<file path="src/rtl/seg8_disp_sched.sv">
// Digit refresh pacing, blanking and score/message arbitration
// for the shared 8-digit multiplexed 7-segment display.
module seg8_disp_sched #(
  parameter int CLK_DIV    = 1000,
  parameter int BLANK_CYC  = 50,
  parameter int MSG_FRAMES = 60
) (
  input  logic        clk,
  input  logic        rst,
  input  logic [31:0] score_val,
  input  logic [31:0] msg_val,
  input  logic        msg_req,
  input  logic        msg_abort,
  output logic        msg_ack,
  output logic        msg_done,
  output logic        msg_active,
  output logic [2:0]  digit_sel,
  output logic [3:0]  digit_val,
  output logic        digit_en
);

  localparam int PW = $clog2(CLK_DIV);

  typedef enum logic [1:0] {
    SCORE,
    PEND,
    MSG,
    HOLD
  } state_t;

  state_t        state, state_nxt;
  logic [PW-1:0] presc, presc_nxt;
  logic [2:0]    sel_nxt;
  logic [3:0]    val_nxt;
  logic          en_nxt;
  logic [31:0]   snap, snap_nxt;
  logic [7:0]    frames, frames_nxt;
  logic          abort_seen, abort_nxt;
  logic          ack_nxt, done_nxt, active_nxt;
  logic          tick, bound;

  assign tick  = presc == PW'(CLK_DIV - 1);
  assign bound = tick && (digit_sel == 3'd7);

  always_comb begin
    state_nxt  = state;
    frames_nxt = frames;
    snap_nxt   = snap;
    abort_nxt  = abort_seen;
    ack_nxt    = 1'b0;
    done_nxt   = 1'b0;
    active_nxt = msg_active;
    presc_nxt  = tick ? '0 : presc + 1'b1;
    sel_nxt    = tick ? digit_sel + 3'd1 : digit_sel;
    en_nxt     = presc_nxt >= PW'(BLANK_CYC);
    unique case (state)
      SCORE: begin
        if (msg_req) state_nxt = PEND;
        if (bound) snap_nxt = score_val;
      end
      PEND: begin
        if (!msg_req) begin
          state_nxt = SCORE;
          if (bound) snap_nxt = score_val;
        end else if (bound) begin
          snap_nxt   = msg_val;
          ack_nxt    = 1'b1;
          active_nxt = 1'b1;
          frames_nxt = 8'(MSG_FRAMES);
          abort_nxt  = 1'b0;
          state_nxt  = MSG;
        end
      end
      MSG: begin
        if (msg_abort) abort_nxt = 1'b1;
        if (bound) begin
          abort_nxt  = 1'b0;
          frames_nxt = frames - 8'd1;
          // abort and final count collapse into one ending
          if (frames <= 8'd1 || abort_seen || msg_abort) begin
            snap_nxt   = score_val;
            done_nxt   = 1'b1;
            active_nxt = 1'b0;
            frames_nxt = '0;
            state_nxt  = HOLD;
          end else begin
            snap_nxt = msg_val;
          end
        end
      end
      HOLD: begin
        if (!msg_req) state_nxt = SCORE;
        if (bound) snap_nxt = score_val;
      end
      default: state_nxt = SCORE;
    endcase
    val_nxt = snap_nxt[{sel_nxt, 2'b00} +: 4];
  end

  always_ff @(posedge clk or negedge rst) begin
    if (!rst) begin
      state      <= SCORE;
      presc      <= '0;
      frames     <= '0;
      snap       <= '0;
      abort_seen <= 1'b0;
      digit_sel  <= '0;
      digit_val  <= '0;
      digit_en   <= 1'b0;
      msg_ack    <= 1'b0;
      msg_done   <= 1'b0;
      msg_active <= 1'b0;
    end else begin
      state      <= state_nxt;
      presc      <= presc_nxt;
      frames     <= frames_nxt;
      snap       <= snap_nxt;
      abort_seen <= abort_nxt;
      digit_sel  <= sel_nxt;
      digit_val  <= val_nxt;
      digit_en   <= en_nxt;
      msg_ack    <= ack_nxt;
      msg_done   <= done_nxt;
      msg_active <= active_nxt;
    end
  end

endmodule

</file>
<file path="config.mk">
export PLATFORM = sky130hd
export DESIGN_NAME = seg8_disp_sched
export DESIGN_NICKNAME = d
export VERILOG_FILES = /design/src/rtl/seg8_disp_sched.sv
export SDC_FILE = /design/constraint.sdc
export NUM_CORES = 1
export LEC_CHECK = 0
export CAP_MARGIN = 20
export CORE_MARGIN = 8
export CORE_UTILIZATION = 57
export DETAILED_ROUTE_END_ITERATION = 10
export GPL_ROUTABILITY_DRIVEN = 1
export MAX_ROUTING_LAYER = met4
export PLACE_DENSITY = 0.89
export SLEW_MARGIN = 20
export SYNTH_ARGS = -nofsm -noshare
export SYNTH_HDL_FRONTEND = slang
export SYNTH_SLANG_ARGS = --single-unit
</file>
<file path="constraint.sdc">
create_clock -name clk -period 4.7 [get_ports clk]
set_input_delay 0.94 -clock clk [delete_from_list [all_inputs] [get_ports clk]]
set_output_delay 0.94 -clock clk [all_outputs]
set_load 0.02 [all_outputs]
</file>
==> impl_metrics.toml <==
[status]
outcome = "finished clean"

[setup_path]
reg2reg_to = "digit_val[2]$_DFF_PN0_"
critPathSlowestCell = "o31a_1"
cp.arrival_ns = 3.78
endpoint_kind = "flop"
worstPathCellList = "clkdlybuf4s50_1 -> nor2_1 -> o31a_1 -> mux2i_1 -> a211oi_1 -> nor3_1 -> o32ai_1 -> a2111o_1"
cp.required_ns = 4.93
path_class = "input port to flop"
critPathMaxFanout = 17
r2r_slack_ns = 1.22
path_delay_family = "compound AO/OA/AOI/OAI gates"
ff2ff_path_depth = 9
path_buf_inv = 1
start_kind = "input port"
worst_path_largest_cell_delay_ns = 0.78

[layout]
synthToLayoutAreaGrowth_pct = 24.9
n_antenna_cell = 0
drive_above_1_share = 0.0877
post-route-util = 0.739
nNetsFinal = 643
final_area_sq_um = 5390
instances_no_fill = 669

[routing]
viasPerCell = 6.90
vias = 4616
firstDrtPassIters = 8
drtIter0Drc = 622
ant_nets = 0
drc_errors = 0
wl_per_cell_um = 21.6
totalWireLength_um = 14400

[timing]
rsz0062_at_grt = "false"
clock.fmax_mhz = 282
holdWs_ns = 0.497
min_period_ns = 3.55
finalHoldViolations = 0
worstMarginPinSlew_ns = 1.02
setup_viol = 0
slew_headroom = 0.322
layout_setup_ws_ns = 1.15
drv_slew = 0
setup_tns_ns = 0
clock_skew_ns = 0.00645
finalCritPeriodShare = 0.755

[die]
die_area_sq_um = 10600
start_util = 0.591
die_h_um = 103
rows = 31
ios = 79
die_w_um = 103
core_area_sq_um = 7290

[logic_synthesis]
synth_seq_cells = 64
synth-seq-area-share = 0.371
yosysMostFrequentCell = "dfrtp_1"
syn_area_per_cell_sq_um = 8.63
synthTopCellsByArea = "dfrtp_1 37%, o21ai_0 5.1%, nand2_1 4.9%, mux2i_1 4.6%, mux2_2 3.7%"
synth.distinct_cells = 67
synth_fp_nets = 578
synthCells = 500
synth_commonest_cells = "64 x dfrtp_1, 56 x nand2_1, 44 x o21ai_0, 42 x nor2_1, 27 x clkbuf_1"
yosys_warnings = 0
synth_edf_count = 0
ys_async_sr_fraction = 1.00
synth_top_cell_by_area = "dfrtp_1"
syn_area_sq_um = 4310
synth_ff_type = "dfrtp_1"
synth_top_area_frac = 0.371

[global_route]
grt_pass1_wl_um = 22900
grt_max_degree = 43
antenna_found_initial = 0
grt_pass1_vias = 4496
overflow = 0
grt_usage = 0.288

[power]
leakage_nw = 2.38
swShare = 0.371
p_comb_frac = 0.375
power.switching_uw = 654
power.internal_mw = 1.11
pwr-share-seq = 0.325
peakVddDrop_mv = 0.176
p_total_mw = 1.76
p_clk_frac = 0.301
cellPowerDensity_nw_per_um2 = 327

[clocking]
cts_buffer_depth = 2
cts.reportedPaths.clkPinSlew_ns = 0.07
cts_num_sinks = 64
root_buffer = "clkbuf_8"
cts_tree = "yes"
cts_buffers = 9
post_cts_buffers = 0
cts_max_level = 3
ctsHoldBuffers = 0
clock_latency_ns = 0.35
cts-resized-gates = 0

[place]
dp_hpwl_um = 10200
place_area_sq_um = 5160
globalplace.congestion = 0.895
place_ws_ns = 0.863
dp_cells = 653
port-buffer-count = 78

[worst_hold_path]
min_path_cells = 2
hold_end = "snap[27]$_DFF_PN0_"
hp-class = "flop to flop"
worstHoldStart = "snap[27]$_DFF_PN0_"

[run]
maxCapViolCount = 0
registers in the layout (all words and copies together) (netlist names), named ones only:
signal and flops:
snap 32, presc 10, frames 8, digit_val 4, digit_sel 3, abort_seen 1
digit_en 1, msg_ack 1, msg_active 1, msg_done 1, state 1
cells in the final DEF (no fill, tap or decap), types with 4 or more instances in the layout:
master,instances
o221ai_1,4
nor2b_1,4
o22a_1,4
mux2_2,14
clkbuf_8,10
a222oi_1,9
and2_1,8
o211ai_1,7
nand2_1,56
dfrtp_1,64
buf_4,10
nor2_1,42
nand3_1,12
o21ai_0,43
clkdlybuf4s50_1,77
a221oi_1,9
ha_1,10
o22ai_1,9
a21oi_1,24
a31oi_1,4
nor3_1,10
and3_1,12
inv_1,13
a41o_1,4
a22oi_1,6
mux2i_1,19
worst reg2reg max path: cells and delay by family, from the launching register on:
kind	cells	cell delay [ns]
flops	1	0.41
fa+ha+maj	1	0.85
buf+inv	1	0.14
simple gates	2	0.41
compound gates	5	1.56
worst max path at each step:
stage / startpoint / endpoint / slack, ns / cells past startpoint
6_report: msg_abort / digit_val[2]$_DFF_PN0_ / 1.15 / 8
4_1_cts: msg_abort / digit_val[2]$_DFF_PN0_ / 1.23 / 8
3_3_place_gp: msg_abort / digit_val[2]$_DFF_PN0_ / 0.97 / 8
2_1_floorplan: msg_req / digit_val[0]$_DFF_PN0_ / 1.67 / 9
5_1_grt: msg_abort / digit_val[2]$_DFF_PN0_ / 1.02 / 8
3_5_place_dp: msg_abort / digit_val[2]$_DFF_PN0_ / 0.86 / 8
power by group through the flow:
| stage | sequential [mW] | combinational [mW] | clock, mW |
|---|---|---|---|
| 2_1_floorplan | 0.580 | 0.405 | 0 |
| 3_3_place_gp | 0.581 | 0.604 | 0 |
| 3_5_place_dp | 0.582 | 0.623 | 0 |
| 4_1_cts | 0.572 | 0.628 | 0.538 |
| 5_1_grt | 0.574 | 0.703 | 0.569 |
| 6_report | 0.572 | 0.661 | 0.530 |
kinds of logic after synthesis:
group | after synthesis | synth area share
flip-flops | 64 | 0.371
AO/OA/AOI/OAI | 165 | 0.266
buffers and inverters | 50 | 0.0444
adder cells (fa/ha/maj) | 10 | 0.0290
XOR/XNOR | 5 | 0.0102
multiplexers | 34 | 0.0830
AND/OR/NAND/NOR | 172 | 0.196
layer usage:
metal / track usage / routed length (um) / up-vias
li1: - / - / 2021
met1: 0.358 / 5430 / 2179
met2: 0.434 / 6850 / 356
met3: 0.0655 / 1620 / 60
met4: 0.139 / 519 / 0
met5: - / 0 / -
cell type report:
| class | count | area (sq um) |
|---|---|---|
| inverters | 16 | 60.1 |
| repair buffers | 88 | 851 |
| well taps | 99 | 124 |
| multi-input cells | 386 | 2530 |
| fillers | 523 | 1910 |
| clock inverters | 5 | 80.1 |
| clock buffers | 11 | 141 |
| flip-flops and latches | 64 | 1600 |
Note: power is estimated with default switching activity, not from simulation.
